**src/rtl/hazard_unit.sv**
```systemverilog
// hazard_unit: ID-stage hazard control for the five-stage MIPS pipeline.
// Detects load-use and mult/div HI/LO hazards, applies branch-flush priority,
// tracks mult/div occupancy with a busy FSM and counts stalled cycles.
module hazard_unit #(
    parameter int MULDIV_LAT = 32,
    parameter int CNT_W      = 6
) (
    input  logic        clk,
    input  logic        rst_n,
    input  logic [4:0]  rs_if_id,
    input  logic [4:0]  rt_if_id,
    input  logic        rs_src_IF_ID,
    input  logic        rt_src_IF_ID,
    input  logic        muldiv_if_id,
    input  logic        hilo_use_if_id,
    input  logic        mem_rd_id_ex,
    input  logic        wr_reg_id_ex,
    input  logic [4:0]  reg2wr_id_ex,
    input  logic        muldiv_start_ex,
    input  logic        branch_taken_ex,
    output logic        pc_write,
    output logic        if_id_write,
    output logic        if_id_flush,
    output logic        id_ex_bubble,
    output logic        muldiv_busy,
    output logic        muldiv_done,
    output logic [15:0] stall_cnt
);

    typedef enum logic {
        IDLE = 1'b0,
        BUSY = 1'b1
    } state_t;

    state_t             state;
    state_t             state_next;
    logic [CNT_W-1:0]   cnt;
    logic [CNT_W-1:0]   cnt_next;
    logic               done_next;
    logic               load_use;
    logic               md_hazard;
    logic               stall;

    assign muldiv_busy = (state == BUSY);

    // Hazard detection: load-use on rs/rt (never for $0) and HI/LO use while mult/div busy
    always_comb begin
        load_use  = mem_rd_id_ex && wr_reg_id_ex && (reg2wr_id_ex != 5'd0) &&
                    ((rs_src_IF_ID && (rs_if_id == reg2wr_id_ex)) ||
                     (rt_src_IF_ID && (rt_if_id == reg2wr_id_ex)));
        md_hazard = muldiv_busy && (hilo_use_if_id || muldiv_if_id);
        stall     = load_use || md_hazard;
    end

    // Pipeline control: reset hold, then branch redirect over stall over normal flow
    always_comb begin
        pc_write     = 1'b1;
        if_id_write  = 1'b1;
        if_id_flush  = 1'b0;
        id_ex_bubble = 1'b0;
        if (!rst_n) begin
            pc_write     = 1'b0;
            if_id_write  = 1'b0;
            id_ex_bubble = 1'b1;
        end else if (branch_taken_ex) begin
            if_id_flush  = 1'b1;
            id_ex_bubble = 1'b1;
        end else if (stall) begin
            pc_write     = 1'b0;
            if_id_write  = 1'b0;
            id_ex_bubble = 1'b1;
        end
    end

    // Mult/div busy FSM next state: start while busy is ignored, branches do not cancel
    always_comb begin
        state_next = state;
        cnt_next   = cnt;
        done_next  = 1'b0;
        case (state)
            IDLE: begin
                if (muldiv_start_ex) begin
                    state_next = BUSY;
                    cnt_next   = CNT_W'(MULDIV_LAT - 1);
                end
            end
            BUSY: begin
                if (cnt != '0) begin
                    cnt_next = cnt - 1'b1;
                end else begin
                    state_next = IDLE;
                    done_next  = 1'b1;
                end
            end
            default: begin
                state_next = IDLE;
                cnt_next   = '0;
            end
        endcase
    end

    // Mult/div FSM state, down-counter and done pulse registers
    always_ff @(posedge clk or negedge rst_n) begin
        if (!rst_n) begin
            state       <= IDLE;
            cnt         <= '0;
            muldiv_done <= 1'b0;
        end else begin
            state       <= state_next;
            cnt         <= cnt_next;
            muldiv_done <= done_next;
        end
    end

    // Saturating stall-cycle counter; squashed (branch) cycles are not counted
    always_ff @(posedge clk or negedge rst_n) begin
        if (!rst_n) begin
            stall_cnt <= '0;
        end else if (stall && !branch_taken_ex && (stall_cnt != 16'hFFFF)) begin
            stall_cnt <= stall_cnt + 16'd1;
        end
    end

endmodule

```
**config.mk**
```make
export PLATFORM = sky130hd
export DESIGN_NAME = hazard_unit
export DESIGN_NICKNAME = d
export VERILOG_FILES = /design/src/rtl/hazard_unit.sv
export SDC_FILE = /design/constraint.sdc
export NUM_CORES = 1
export LEC_CHECK = 0
export BUFFER_PORTS_ARGS = -buffer_cell sky130_fd_sc_hd__buf_2
export CORE_UTILIZATION = 35
export CTS_CLUSTER_DIAMETER = 200
export DETAILED_ROUTE_END_ITERATION = 7
export SLEW_MARGIN = 20
export SYNTH_ARGS = -nofsm -noshare
export SYNTH_HDL_FRONTEND = slang
export SYNTH_SLANG_ARGS = --single-unit
```
**constraint.sdc**
```tcl
create_clock -name clk -period 2.7 [get_ports clk]
set_clock_uncertainty 0.05 [all_clocks]
set_input_delay 0.54 -clock clk [delete_from_list [all_inputs] [get_ports clk]]
set_output_delay 0.54 -clock clk [all_outputs]
set_load 0.02 [all_outputs]
```
==> flow_metrics.tcl, run 1 <==
set metrics [dict create \
    wl_met2_um 1688 \
    setup_viol 0 \
    switchingPower_w 0.0004479 \
    worst_slew_pin_slew_ps 543.2 \
    synth_top_cell_by_area "dfrtp_1" \
    cp.arrival_ps 1850 \
    yosys_warnings 0 \
    clk_pin_slew_ps 90 \
    holdCritPathClass "in -> async" \
    ant_nets 0 \
    wl_met1_um 1260 \
    syn-num-nets 160 \
    core_area_um2 3799 \
    route.met3.wl_um 149 \
    n_antenna_cell 0 \
    power.leakage_nw 0.8433 \
    synth_common_cells "dfrtp_1 (24), xnor2_1 (14), nand2_1 (13), xor2_1 (13), nor2_1 (8)" \
    cts_tree "yes" \
    fin_crit_sh_pct 90.31 \
    seqPwrFrac_pct 44.7 \
    cts.sinks 24 \
    finalSetupTns_ps 0 \
    cts_buffer_depth 2 \
    cp-start-kind "input pin" \
    drt_iter0_drc 51 \
    ctsResizeCount 0 \
    grt_pass1_wl_um 5533 \
    ys_types 41 \
    combPwrFrac_pct 35.5 \
    h-tree-depth 1 \
    sw_frac_of_total_pct 36.42 \
    io-pin-count 47 \
    setup_ws_ps 261.6 \
    intPower_w 0.0007820 \
    port_buffers 46 \
    layout_min_cycle_time_ps 2438 \
    netlist.area_leader.share_pct 41.67 \
    postCtsSetupBuffers 0 \
    ys_seq_area_share_pct 41.67 \
    insertion_delay_ps 270 \
    syn-instance-count 133 \
    vdd_ir_drop_max_uv 299.8 \
    top_layer_used "met4" \
    overflow 0 \
    dieArea_um2 4379 \
    start_util_pct 37.94 \
    rows 22 \
    via_per_inst 5.039 \
    syn2layout_area_growth_pct 23.61 \
    maxSlewViolCount 0 \
    syn_area_um2 1441 \
    cp.required_ps 2110 \
    synth_edf_count 0 \
    hold_viol 0 \
    antenna_found_initial 0 \
    grt_usage_pct 16.61 \
    ys_seq_elements 24 \
    synth_ff_type "dfrtp_1" \
    status "completed" \
    clock.fmax_ghz 0.4101 \
    power.total_w 0.001230 \
    cts_root_buf "clkbuf_8" \
    die_w_um 66.18 \
    crit_path_max_fanout 3 \
    drt-pass1-iter-count 4 \
    dp_cells 226 \
    grt_pass1_vias 1217 \
    worstSetupEndpointType "primary output" \
    place_congestion 0.8675 \
    instances_no_fill 230 \
    ys_top_cells_by_area "dfrtp_1 (42%), xnor2_1 (8.5%), xor2_1 (7.9%), nor4b_4 (4.9%), nand3_2 (3.5%)" \
    drc 0 \
    synth_most_common_cell "dfrtp_1" \
    design.final.nets 210 \
    hpwl_um 2470 \
    slew_headroom_pct 63.66 \
    drive_gt1_share_pct 38.46 \
    syn_area_per_cell_um2 10.84 \
    synthArstFlopShare_pct 100.0 \
    clockPowerShare_pct 19.8 \
    crit_type "in -> out" \
    grt_max_degree 19 \
    rsz0062_at_grt "false" \
    fp.dieH_um 66.18 \
    cts_buffers 3 \
    avgRoutedWirePerCell_um 13.51 \
    num_vias 1159 \
    hold_buffers 0 \
    totalWireLength_um 3107 \
    pre_cts_slack_ps 253.1 \
    cap_violations 0 \
    power_density_nw_per_um2 690.3 \
]
## stage by stage
| stage | area, µm² | hold WS, ps | utilization [%] |
|---|---|---|---|
| 2_1_floorplan | 1445 | 194.4 | - |
| 3_3_place_gp | 1727 | 415.2 | 45.45 |
| 3_5_place_dp | 1727 | 424.9 | 45.45 |
| 4_1_cts | 1782 | 137.5 | 46.90 |
| 5_1_grt | 1782 | 146.1 | 46.90 |
| 6_report | 1782 | 130.0 | 46.90 |
## routing by layer
layer / up-vias / global-route usage [%]
met5: - / 0
met4: 0 / 3.723
met3: 2 / 5.345
met2: 25 / 30.87
met1: 567 / 18.10
li1: 565 / -
## sequential cells by signal (all words and copies together), names as in the netlist
name,count
stall_cnt,16
cnt,6
muldiv_done,1
muldiv_busy,1
## layout by cell type, fill, tap and decap left out, types with 2 or more instances in the layout
master	count
buf_2	46
dfrtp_1	24
xnor2_1	14
nand2_1	13
xor2_1	13
nor2_1	8
and3_1	5
nand3_2	5
inv_1	4
nand4_1	4
clkbuf_8	4
nor3_1	3
nand3_1	3
nor4b_4	3
o21ai_1	2
a32oi_1	2
and2_1	2
nor4b_1	2
ha_1	2
buf_4	2
## power groups by stage
stage	clock (W)	combinational [W]	sequential [W]
5_1_grt	0.000274	0.000494	0.000568
4_1_cts	0.000254	0.000446	0.000551
6_report	0.000244	0.000436	0.000550
3_3_place_gp	0	0.000423	0.000552
2_1_floorplan	0	0.000255	0.000599
3_5_place_dp	0	0.000445	0.000558
## final timing paths
kind / slack [ps] / end / cells past startpoint / startpoint
setup / recovery: 260 / id_ex_bubble / 6 / reg2wr_id_ex[1]
hold / removal: 130 / stall_cnt[0] / 1 / rst_n
setup reg to reg: 650 / stall_cnt[1] / 7 / stall_cnt[0]
hold reg to reg: 440 / stall_cnt[11] / 1 / stall_cnt[11]
max in group asynchronous: 1990 / stall_cnt[7] / 2 / rst_n
min in group clk: 440 / stall_cnt[11] / 1 / stall_cnt[11]
## cell type report
cell class,count,area [µm²]
Inverter,5,18.77
Multi-Input combinational cell,101,802.0
Tap cell,48,60.06
Fill cell,386,2017
Sequential cell,24,600.6
Timing Repair Buffer,48,245.2
Clock buffer,4,55.05
## critical path, cell delays in order
cell and delay, ps:
buf_2 120, or4_1 530, o211ai_2 210, o21ai_4 90, nand3b_1 180, buf_2 170
## logic make-up after synthesis
logic type                 count (synthesis)  synth area share [%]
AOI/OAI and AO/OA                         11                 6.250
DFF                                       24                 41.67
adders and majority gates                  2                 1.736
muxes                                      1                0.7812
xor gates and xnor gates                  28                 17.54
buffers and inverters                      8                 2.951
and+or+nand+nor                           59                 29.08
No activity file was read; power rests on OpenSTA's default activity.
==> run 2, diff against run 1 <==
--- a/config.mk
+++ b/config.mk
@@ -6,6 +6,7 @@
 export NUM_CORES = 1
 export LEC_CHECK = 0
 export BUFFER_PORTS_ARGS = -buffer_cell sky130_fd_sc_hd__buf_2
+export CORE_MARGIN = 3
 export CORE_UTILIZATION = 35
 export CTS_CLUSTER_DIAMETER = 200
 export DETAILED_ROUTE_END_ITERATION = 7
==> run 2 against run 1 <==
Cell count is the same. Die area grew 12%. Critical endpoint is now if_id_write. Sequential share of layout area shrank 0.30 points. Sequential power is essentially flat. Highest routed layer unchanged.
==> flow_metrics.tcl, run 2 (synthesis results as in run 1) <==
set metrics [dict create \
    status "completed" \
    cts_root_buf "clkbuf_8" \
    cts_tree "yes" \
    vdd_ir_drop_max_uv 214.4 \
    drt_iter0_drc 23 \
    insertion_delay_ps 260 \
    worst_slew_pin_slew_ps 518.4 \
    drc 0 \
    totalWireLength_um 2951 \
    utilization_pct 46.99 \
    final_area_um2 1798 \
    drive_gt1_share_pct 38.46 \
    cp.arrival_ps 1860 \
    h-tree-depth 1 \
    power.total_w 0.001294 \
    crit_type "in -> out" \
    layout_min_cycle_time_ps 2450 \
    placed_area_um2 1727 \
    power.leakage_nw 0.8502 \
    final_common_cell "buf_2" \
    postCtsSetupBuffers 0 \
    fp.dieH_um 70.18 \
    drt-pass1-iter-count 4 \
    cts_buffer_depth 2 \
    cts_buffers 3 \
    r2r_cells 7 \
    clock.fmax_ghz 0.4082 \
    design.final.nets 210 \
    rsz0062_at_grt "false" \
    n_antenna_cell 0 \
    hold_viol 0 \
    cap_violations 0 \
    finalSetupTns_ps 0 \
    clk_pin_slew_ps 80 \
    syn2layout_area_growth_pct 24.74 \
    cts.sinks 24 \
    ant_nets 0 \
    top_regs "stall_cnt: 16 flops, cnt: 6 flops" \
    largest_reg_flops 16 \
    setup_viol 0 \
    io-pin-count 47 \
    final_cell_mix "buf_2 (46), dfrtp_1 (24), xnor2_1 (14), nand2_1 (13), xor2_1 (13)" \
    fin_crit_sh_pct 90.73 \
    antenna_found_initial 0 \
    start_util_pct 37.67 \
    num_vias 1131 \
    rows 22 \
    grt_max_degree 19 \
    core_area_um2 3826 \
    overflow 0 \
    grt_usage_pct 12.75 \
    port_buffers 46 \
    slew_headroom_pct 65.31 \
    place_congestion 0.8356 \
    via_per_inst 4.917 \
    grt_pass1_vias 1133 \
    max_flop_register "stall_cnt" \
    avgRoutedWirePerCell_um 12.83 \
    dieArea_um2 4925 \
    maxSlewViolCount 0 \
    holdCritPathClass "in -> async" \
    worstSetupEndpointType "primary output" \
    ctsResizeCount 0 \
    grt_pass1_wl_um 5237 \
    hold_buffers 0 \
    crit_path_max_fanout 3 \
    cp-start-kind "input pin" \
    power_density_nw_per_um2 719.8 \
    cp.required_ps 2110 \
    die_w_um 70.18 \
    hpwl_um 2405 \
]
## run 2: cell types whose count changed in the layout (fill, tap and decap cells not counted), sizes merged
| cell | change |
|---|---|
| bufinv | +1 |
| clkbuf | -1 |
## run 2: cell type report
type                    count  area, µm²
fillers                   357       2028
multi-input cells         101      802.0
flip-flops and latches     24      600.6
repair buffers             48      245.2
well taps                  48      60.06
clock buffers               3      41.29
clock inverters             1      30.03
inverters                   5      18.77
## run 2: metal layers
layer | up-vias | GRT usage (%) | share of wire, %
met1 | 545 | 16.74 | 46
met4 | 0 | 3.830 | 0.98
met2 | 18 | 20.99 | 49
met5 | - | 0 | 0
li1 | 564 | - | -
met3 | 4 | 2.734 | 3.9
## run 2: through the flow
stage               hold WS (ps)  cells  setup slack (ps)
floorplan                  194.4    133             112.2
global placement           348.0    226             299.0
detailed placement         355.5    226             240.2
CTS                        66.43    230             235.3
global route               60.11    230             171.3
finish                     59.63    230             250.2
## run 2: worst max-delay path, cell delays in order
cell and delay, ps:
buf_2 120, or4_1 530, o211ai_2 210, o21ai_4 90
a21boi_2 180, buf_2 190
## run 2: final timing paths
check,from,to,slack (ps)
max in group asynchronous,rst_n,cnt[2],2050
max reg2reg,stall_cnt[0],stall_cnt[1],670
min in group clk,stall_cnt[11],stall_cnt[11],440
max,reg2wr_id_ex[1],if_id_write,250
min reg2reg,stall_cnt[11],stall_cnt[11],440
min,rst_n,stall_cnt[5],60
## run 2: power breakdown
part,internal [W],switching [W]
registers,0.000455,0.0000969
logic,0.000196,0.000234
clock network,0.000198,0.000114
total,0.000849,0.000445
==> run 3, diff against run 2 <==
--- a/config.mk
+++ b/config.mk
@@ -6,10 +6,12 @@
 export NUM_CORES = 1
 export LEC_CHECK = 0
 export BUFFER_PORTS_ARGS = -buffer_cell sky130_fd_sc_hd__buf_2
-export CORE_MARGIN = 3
-export CORE_UTILIZATION = 35
+export CELL_PAD_IN_SITES_DETAIL_PLACEMENT = 0
+export CELL_PAD_IN_SITES_GLOBAL_PLACEMENT = 2
+export CORE_UTILIZATION = 26
 export CTS_CLUSTER_DIAMETER = 200
 export DETAILED_ROUTE_END_ITERATION = 7
+export PLACE_DENSITY_LB_ADDON = 0.1
 export SLEW_MARGIN = 20
 export SYNTH_ARGS = -nofsm -noshare
 export SYNTH_HDL_FRONTEND = slang
==> run 3 against run 2 <==
Total power is 0.71% higher. Worst hold slack better by 57 ps. Design area is 1.9% higher. Sequential power hardly changed. Die area is 19% higher. Utilization is 12 points lower. Clock power is 3% higher. First-iteration DRC count is 26% higher. Clock-buffer cell count stayed put. Setup slack better by 6.5 ps. Combinational power hardly changed. Critical endpoint is now id_ex_bubble. Largest cell class unchanged.
==> flow_metrics.tcl, run 3 (synthesis results as in run 1) <==
set metrics [dict create \
    postCtsSetupBuffers 0 \
    cap_violations 0 \
    holdCritPathClass "in -> async" \
    core_area_um2 5238 \
    fill_cells 557 \
    clk_pin_slew_ps 90 \
    busiest_layer "met2" \
    num_vias 1121 \
    worst_slew_pin_slew_ps 521.0 \
    grt_util_met1_pct 15.58 \
    cts.sinks 24 \
    syn2layout_area_growth_pct 27.17 \
    ctsResizeCount 0 \
    status "completed" \
    cts_tree "yes" \
    cts_buffer_depth 2 \
    design.final.nets 211 \
    use_met3_pct 3.114 \
    rows 26 \
    crit_type "in -> out" \
    cts_root_buf "clkbuf_8" \
    grt_pass1_vias 1171 \
    top_regs "stall_cnt: 16 flops, cnt: 6 flops" \
    rsz0062_at_grt "false" \
    slew_headroom_pct 65.00 \
    layout_min_cycle_time_ps 2443 \
    ant_nets 0 \
    worstSetupEndpointType "primary output" \
    crit_path_max_fanout 3 \
    finalSetupTns_ps 0 \
    drt-pass1-iter-count 4 \
    cp.required_ps 2110 \
    drive_gt1_share_pct 38.80 \
    insertion_delay_ps 270 \
    start_util_pct 27.52 \
    place_congestion 0.7820 \
    avgRoutedWirePerCell_um 13.10 \
    cts_buffers 3 \
    die_w_um 76.46 \
    drt_iter0_drc 29 \
    via_per_inst 4.431 \
    r2r_cells 8 \
    grt_pass1_wl_um 5651 \
    grt_max_degree 16 \
    io-pin-count 47 \
    drc 0 \
    final_common_cell "buf_2" \
    hold_buffers 0 \
    cp.arrival_ps 1850 \
    hpwl_um 2542 \
    vdd_ir_drop_max_uv 283.5 \
    fin_crit_sh_pct 90.49 \
    clock.fmax_ghz 0.4093 \
    grt_util_met2_pct 20.09 \
    totalWireLength_um 3315 \
    fp.dieH_um 76.46 \
    power.leakage_nw 0.8550 \
    largest_reg_flops 16 \
    setup_viol 0 \
    dieArea_um2 5845 \
    worst_hold_slack_ps 116.5 \
    port_buffers 46 \
    cp-start-kind "input pin" \
    grt_usage_pct 12.19 \
    max_flop_register "stall_cnt" \
    overflow 0 \
    power_density_nw_per_um2 711.0 \
    final_cell_mix "buf_2 (46), dfrtp_1 (24), xnor2_1 (14), nand2_1 (13), xor2_1 (13)" \
    antenna_found_initial 0 \
    hold_viol 0 \
    n_antenna_cell 0 \
    maxSlewViolCount 0 \
    h-tree-depth 1 \
]
## run 3: final cells by class
type,count,area [µm²],area share (%)
well taps,70,87.58,4.778
clock inverters,1,30.03,1.638
multi-input cells,101,802.0,43.75
inverters,5,18.77,1.024
clock buffers,3,41.29,2.253
repair buffers,49,252.7,13.79
flip-flops and latches,24,600.6,32.76
## run 3: critical path, stage by stage
cell and delay, ps:
buf_2 120, or4_1 550, o211ai_2 210, o21ai_4 90
nand3b_1 170, buf_2 170
## run 3: where the power goes
part | internal (W) | leakage [nW] | switching (W)
Combinational | 0.000197 | 0.514 | 0.000232
Clock | 0.000198 | 0.0357 | 0.000122
Sequential | 0.000455 | 0.305 | 0.0000986
Total | 0.000850 | 0.855 | 0.000454
## run 3: routing by layer
| layer | vias to the layer above | share of wire (%) |
|---|---|---|
| met3 | 2 | 3.4 |
| met2 | 21 | 47 |
| met4 | 0 | 0.72 |
| li1 | 563 | - |
| met1 | 535 | 48 |
| met5 | - | 0 |
## run 3: final timing paths
kind	from	slack (ps)	end
setup / recovery	reg2wr_id_ex[1]	260	id_ex_bubble
hold / removal	rst_n	120	cnt[2]
setup reg to reg	stall_cnt[0]	650	stall_cnt[1]
hold reg to reg	stall_cnt[11]	440	stall_cnt[11]
max in group asynchronous	rst_n	1970	stall_cnt[1]
min in group clk	stall_cnt[11]	440	stall_cnt[11]
## run 3: per-stage QoR
stage	setup WS (ps)	power, W	cells	cell area (µm²)	util [%]
6_report	256.8	0.001303	253	1833	35.00
5_1_grt	184.7	0.001396	253	1833	35.00
4_1_cts	235.5	0.001331	253	1833	35.00
3_5_place_dp	236.5	0.0009986	249	1762	33.64
3_3_place_gp	261.9	0.0009876	249	1762	33.64
2_1_floorplan	112.2	0.0008537	133	1445	-
